[config.mk]
export PLATFORM = sky130hd
export DESIGN_NAME = mm_adder_ctrl
export DESIGN_NICKNAME = d
export VERILOG_FILES = /design/src/rtl/mm_adder_ctrl.sv
export SDC_FILE = /design/constraint.sdc
export NUM_CORES = 1
export LEC_CHECK = 0
export CORE_MARGIN = 2
export CORE_UTILIZATION = 49
export CTS_CLUSTER_SIZE = 8
export DETAILED_ROUTE_END_ITERATION = 6
export PLACE_DENSITY = 0.8
export SYNTH_ARGS = -nofsm -noshare
export SYNTH_HDL_FRONTEND = slang
export SYNTH_SLANG_ARGS = --single-unit
[constraint.sdc]
create_clock -name clk -period 2.35 [get_ports clk]
set_input_delay 0.47 -clock clk [delete_from_list [all_inputs] [get_ports clk]]
set_output_delay 0.47 -clock clk [all_outputs]
set_load 0.02 [all_outputs]
[src/rtl/mm_adder_ctrl.sv]
// Tile-sequencing controller for the mm_adder datapath.
// Streams every tile of A, then every tile of B, from the tile buffer into the
// adder in row-major tile order. It then drains the M result rows and pulses done.
//
// Handshake: in LOAD_A/LOAD_B, rd_req is high and rd_sel/rd_row/rd_col name the
// wanted tile. A tile is consumed in any cycle where rd_req and rd_ready are both
// high. add_in_valid mirrors that consume in the same cycle. When rd_ready is low,
// the request holds unchanged and there is no timeout. rd_ready is ignored in all
// other states.
module mm_adder_ctrl #(
  parameter int M      = 4,
  parameter int N      = 4,
  parameter int M_TILE = 2,
  parameter int N_TILE = 2,
  parameter int DW_INT = 8
) (
  input  logic              clk,
  input  logic              reset,
  input  logic              start,
  output logic              busy,
  output logic              done,
  output logic              rd_req,
  output logic              rd_sel,
  output logic [DW_INT-1:0] rd_row,
  output logic [DW_INT-1:0] rd_col,
  input  logic              rd_ready,
  output logic              add_enable,
  output logic              add_in_valid,
  output logic [DW_INT-1:0] add_ptr_row,
  output logic [DW_INT-1:0] add_ptr_col,
  output logic              out_valid,
  output logic [DW_INT-1:0] out_row,
  output logic [2:0]        dbg_state
);

  // Tile counts per dimension; a partial edge tile still takes a slot.
  localparam int IT_M = (M + M_TILE - 1) / M_TILE;
  localparam int IT_N = (N + N_TILE - 1) / N_TILE;

  localparam logic [DW_INT-1:0] R_LAST     = DW_INT'(IT_M - 1);
  localparam logic [DW_INT-1:0] C_LAST     = DW_INT'(IT_N - 1);
  localparam logic [DW_INT-1:0] DRAIN_LAST = DW_INT'(M - 1);

  typedef enum logic [2:0] {
    S_IDLE   = 3'd0,
    S_LOAD_A = 3'd1,
    S_LOAD_B = 3'd2,
    S_DRAIN  = 3'd3,
    S_DONE   = 3'd4
  } state_t;

  state_t            state_q;
  logic [DW_INT-1:0] r_q;
  logic [DW_INT-1:0] c_q;
  logic [DW_INT-1:0] drain_q;
  logic              out_valid_q;
  logic [DW_INT-1:0] out_row_q;

  logic in_load;
  logic in_drain;

  assign in_load  = (state_q == S_LOAD_A) || (state_q == S_LOAD_B);
  assign in_drain = (state_q == S_DRAIN);

  // Sequencer: state, tile counters, drain counter and the delayed row-valid.
  always_ff @(posedge clk) begin
    if (reset) begin
      state_q     <= S_IDLE;
      r_q         <= '0;
      c_q         <= '0;
      drain_q     <= '0;
      out_valid_q <= 1'b0;
      out_row_q   <= '0;
    end else begin
      // Adder output for the row addressed this cycle appears one cycle later.
      out_valid_q <= in_drain;
      out_row_q   <= in_drain ? drain_q : '0;

      case (state_q)
        S_IDLE: begin
          if (start) begin
            state_q <= S_LOAD_A;
            r_q     <= '0;
            c_q     <= '0;
            drain_q <= '0;
          end
        end

        S_LOAD_A, S_LOAD_B: begin
          if (rd_ready) begin
            if (c_q == C_LAST) begin
              c_q <= '0;
              if (r_q == R_LAST) begin
                r_q     <= '0;
                drain_q <= '0;
                state_q <= (state_q == S_LOAD_A) ? S_LOAD_B : S_DRAIN;
              end else begin
                r_q <= r_q + 1'b1;
              end
            end else begin
              c_q <= c_q + 1'b1;
            end
          end
        end

        S_DRAIN: begin
          if (drain_q == DRAIN_LAST) begin
            drain_q <= '0;
            state_q <= S_DONE;
          end else begin
            drain_q <= drain_q + 1'b1;
          end
        end

        S_DONE: begin
          state_q <= S_IDLE;
        end

        default: begin
          state_q <= S_IDLE;
        end
      endcase
    end
  end

  // Buffer request and adder control decoded from state and counters.
  always_comb begin
    busy         = (state_q != S_IDLE);
    add_enable   = (state_q != S_IDLE);
    done         = (state_q == S_DONE);
    rd_req       = in_load;
    rd_sel       = (state_q == S_LOAD_B);
    rd_row       = in_load ? r_q : '0;
    rd_col       = in_load ? c_q : '0;
    add_in_valid = in_load && rd_ready;
    add_ptr_row  = '0;
    add_ptr_col  = '0;
    if (in_load) begin
      add_ptr_row = r_q;
      add_ptr_col = c_q;
    end else if (in_drain) begin
      add_ptr_row = drain_q;
    end
  end

  assign out_valid = out_valid_q;
  assign out_row   = out_row_q;
  assign dbg_state = state_q;

endmodule

==> reports/qor.csv <==
stage;metric;value;unit
outcome;status;completed;
clock_network;clock_tree.htree_level_count;2;
synthesis;synth_enable_flop_cells;0;
die;initial_core_util;0.514;
synthesis;top_ff_cell_synth;sky130_fd_sc_hd__dfxtp_1;
drt;routed_via_density;5.77;
drt;drt-total-wl;5.21;mm
worst_setup_path;worstPathRequired;1880;ps
global_route;groute.usage.overall;0.238;
die;placeable_core_area;0.00403;mm^2
clock_network;clock_insertion_delay_worst_skew;300;ps
timing;relative_slew_slack;0.683;
timing;setup_tns;0;ps
synthesis;post-synth-top-area-cell;sky130_fd_sc_hd__dfxtp_1;
drt;drt.antenna.violating_nets;0;
timing;finClkSkew;8.99;ps
timing;period_minus_slack;2210;ps
die;floorplan.die.width;69.0;um
global_route;grt-ovfl-total;0;
timing;final_critical_path_setup_slack;138;ps
worst_setup_path;critPathKind;flop to output port;
worst_setup_path;critical_path.startpoint_type;flop;
synthesis;syn-instance-count;233;
placement;setup_slack_after_placement;116;ps
timing;finalMaxSlewViolations;0;
synthesis;yosys.area_share.xor_xnor;0.0472;
layout;fillerInstances;337;
layout;areaGrowthSynthToFinish;33.3;%
worst_setup_path;end_kind;output port;
die;die_h;69.0;um
synthesis;synthesized_area_fraction_occupied_by_ao_oa_aoi_and_oai_cells;0.179;
drt;drtPass1Iterations;4;
timing;post-route-period-util;0.941;
synthesis;yosysWarningCount;0;
placement;place_inst;324;
hold_path;min-delay-path-class;flop to flop;
global_route;antenna_found_initial;0;
power_and_ir_drop;leakagePower;1.54;nW
layout;layout.cell_area.non_filler;0.00276;mm^2
clock_network;clkSlewWorstSetupHoldPaths;80;ps
clock_network;cts_hold_buffers;0;
worst_setup_path;cp_data_arrival_time;1740;ps
power_and_ir_drop;power_density;843;mW/mm^2
synthesis;synth_adder_area_share;0.0302;
timing;timing_worst_slew_pin_value;473;ps
drt;drt-initial-drc-count;175;
power_and_ir_drop;ir_drop;0.000460;V
drt;route.detailed.wl_per_inst;15.6;um
global_route;number_of_global_route_vias_before_repair;1757;
drt;remaining_drc_errors;0;
drt;via_count;1928;
placement;place_hpwl;3.61;mm
flow_run;cap_viol_max_count;0;
clock_network;number_of_clock_buffers_inserted_by_tritoncts;5;
layout;antenna-diode-count;0;
synthesis;syn_area;0.00207;mm^2
synthesis;synthesis.area_per_instance;8.88;um^2
synthesis;largest_cells_by_area_after_synthesis;sky130_fd_sc_hd__dfxtp_1, sky130_fd_sc_hd__and3_1, sky130_fd_sc_hd__a311oi_1, sky130_fd_sc_hd__buf_4, sky130_fd_sc_hd__a21o_1;
placement;place_area;0.00261;mm^2
clock_network;ctsLongestPathBuffers;2;
die;floorplan.die_area;0.00476;mm^2
clock_network;root_buffer;sky130_fd_sc_hd__clkbuf_8;
die;top_ports;54;
layout;design.final.nets;292;
global_route;grt_max_degree;16;
synthesis;yosys.area.top_type_share;0.348;
timing;hold_slack;511;ps
timing;final-setup-viol-count;0;
synthesis;synth_mux_area_frac;0.0151;
synthesis;synth-seq-area-share;0.348;
placement;placement.io_buffers;53;
timing;grt_setup_unrepaired;no;
clock_network;sinks_on_the_clock_net;36;
synthesis;synthSimpleGateAreaFrac;0.302;
layout;final-instance-count-excl-fill;334;
synthesis;postSynth.asyncResetShare;0;
timing;timing.fmax;452;MHz
global_route;grt_pass1_wl;8.50;mm
clock_network;tritoncts_clock_tree;built;
synthesis;postSynthRegisterBits;36;
placement;gpl_wtd_cong;0.800;
worst_setup_path;critPathMaxFanout;12;
layout;drive_gt1_frac;0.134;
synthesis;synth.distinct_cells;46;
synthesis;synth_nets;242;
die;floorplan.rows;23;
synthesis;synth_top_family_by_area;simple AND/OR/NAND/NOR gates;
timing;finalHoldViolations;0;
==> synth_stat cells (3+ instances only) <==
| cell | count |
|---|---|
| sky130_fd_sc_hd__a21o_1 | 9 |
| sky130_fd_sc_hd__a311oi_1 | 11 |
| sky130_fd_sc_hd__nor3_1 | 7 |
| sky130_fd_sc_hd__a21oi_2 | 3 |
| sky130_fd_sc_hd__a41oi_1 | 3 |
| sky130_fd_sc_hd__nand2_1 | 7 |
| sky130_fd_sc_hd__inv_1 | 4 |
| sky130_fd_sc_hd__dfxtp_1 | 36 |
| sky130_fd_sc_hd__nor4b_2 | 3 |
| sky130_fd_sc_hd__buf_2 | 3 |
| sky130_fd_sc_hd__buf_4 | 10 |
| sky130_fd_sc_hd__nand2b_1 | 10 |
| sky130_fd_sc_hd__and3_1 | 22 |
| sky130_fd_sc_hd__ha_1 | 5 |
| sky130_fd_sc_hd__nand3_1 | 8 |
| sky130_fd_sc_hd__nor4_1 | 3 |
| sky130_fd_sc_hd__nor2_1 | 16 |
| sky130_fd_sc_hd__xnor2_1 | 7 |
| sky130_fd_sc_hd__and2_1 | 10 |
| sky130_fd_sc_hd__a21oi_1 | 13 |
| sky130_fd_sc_hd__clkbuf_1 | 8 |
| sky130_fd_sc_hd__a211oi_1 | 3 |
==> worst paths after layout <==
| check | end | slack [ps] | from | depth (start not counted) |
|---|---|---|---|---|
| min | r_q[7]$_SDFFE_PP0P_ | 510 | r_q[7]$_SDFFE_PP0P_ | 1 |
| max | rd_req | 140 | dbg_state[1]$_SDFFE_PP0P_ | 4 |
| min reg2reg | r_q[7]$_SDFFE_PP0P_ | 510 | r_q[7]$_SDFFE_PP0P_ | 1 |
| max reg2reg | dbg_state[0]$_SDFFE_PP0P_ | 390 | r_q[0]$_SDFFE_PP0P_ | 6 |
==> sequential cells by signal, summed over array words and instances, names as in the netlist <==
signal / cells
c_q: 8
dbg_state: 3
out_row: 8
r_q: 8
out_valid: 1
drain_q: 8
==> per-stage QoR <==
step | util | power [mW]
after CTS | 0.671 | 2.33
after detailed placement | 0.647 | 1.89
after global placement | 0.647 | 1.88
after global routing | 0.684 | 2.46
final | 0.684 | 2.33
after floorplan | - | 1.50
==> cell usage in the layout, fill, tap and decap left out, types with 2 or more instances in the layout <==
cell type                         netlist  layout
sky130_fd_sc_hd__a211oi_1               3       3
sky130_fd_sc_hd__a21o_1                 9       9
sky130_fd_sc_hd__a21oi_1               13      13
sky130_fd_sc_hd__a21oi_2                3       3
sky130_fd_sc_hd__a311oi_1              11      11
sky130_fd_sc_hd__a41oi_1                3       3
sky130_fd_sc_hd__and2_1                10      10
sky130_fd_sc_hd__and3_1                22      22
sky130_fd_sc_hd__buf_4                 10      13
sky130_fd_sc_hd__clkbuf_8               0       5
sky130_fd_sc_hd__clkdlybuf4s50_1        0      16
sky130_fd_sc_hd__clkinv_2               0       2
sky130_fd_sc_hd__clkinvlp_4             0       2
sky130_fd_sc_hd__dfxtp_1               36      34
sky130_fd_sc_hd__dfxtp_2                0       2
sky130_fd_sc_hd__dlygate4sd2_1          0      15
sky130_fd_sc_hd__dlymetal6s2s_1         0      22
sky130_fd_sc_hd__ha_1                   5       5
sky130_fd_sc_hd__inv_1                  4       3
sky130_fd_sc_hd__mux2i_1                2       2
sky130_fd_sc_hd__nand2_1                7       7
sky130_fd_sc_hd__nand2b_1              10      10
sky130_fd_sc_hd__nand3_1                8       8
sky130_fd_sc_hd__nand3b_1               2       2
sky130_fd_sc_hd__nand4_1                2       2
sky130_fd_sc_hd__nor2_1                16      16
sky130_fd_sc_hd__nor2b_1                2       2
sky130_fd_sc_hd__nor3_1                 7       6
sky130_fd_sc_hd__nor3b_1                2       2
sky130_fd_sc_hd__nor4_1                 3       3
sky130_fd_sc_hd__nor4b_2                3       3
sky130_fd_sc_hd__or3_1                  2       2
sky130_fd_sc_hd__xnor2_1                7       7
==> what timing repair did <==
| item | in CTS | in global routing |
|---|---|---|
| pin swaps | 0 | 0 |
| endpoints found under the setup margin | 36 | 22 |
| gates resized for setup | 21 | 22 |
| gates cloned | 1 | 0 |
| setup buffers | 1 | 0 |
==> worst max-delay path, cell delays in order (launching register included) <==
cell and delay [ps]:
sky130_fd_sc_hd__dfxtp_1 360, sky130_fd_sc_hd__buf_4 220, sky130_fd_sc_hd__xnor2_4 130, sky130_fd_sc_hd__nor2_2 120, sky130_fd_sc_hd__clkdlybuf4s50_1 620
==> power breakdown <==
group          leakage (nW)  internal [mW]  switching (mW)
combinational          1.20          0.496           0.689
sequential            0.291          0.646          0.0474
clock                0.0479          0.207           0.240
==> metal layers <==
layer | vias to the layer above | GRT usage | wire length, um
li1 | 935 | - | -
met1 | 924 | 0.282 | 2280
met2 | 64 | 0.427 | 2620
met3 | 5 | 0.0536 | 261
met4 | 0 | 0.0711 | 55
met5 | - | 0 | 0
==> cell type report <==
type                            instances  area (um^2)  share of cell area
Clock buffer                            5         68.8              0.0250
Multi-Input combinational cell        169         1190               0.433
Sequential cell                        36          723               0.262
Timing Repair inverter                  1         7.51             0.00272
Clock inverter                          3         18.8             0.00681
Inverter                                4         18.8             0.00681
Tap cell                               50         62.6              0.0227
Timing Repair Buffer                   66          664               0.241
==> cells by family after synthesis <==
logic type / Yosys count
AO/OA/AOI/OAI: 49
XOR/XNOR: 9
adder cells (fa/ha/maj): 5
buffers and inverters: 28
flip-flops: 36
multiplexers: 3
AND/OR/NAND/NOR: 103
No activity file was read; power rests on OpenSTA's default activity.
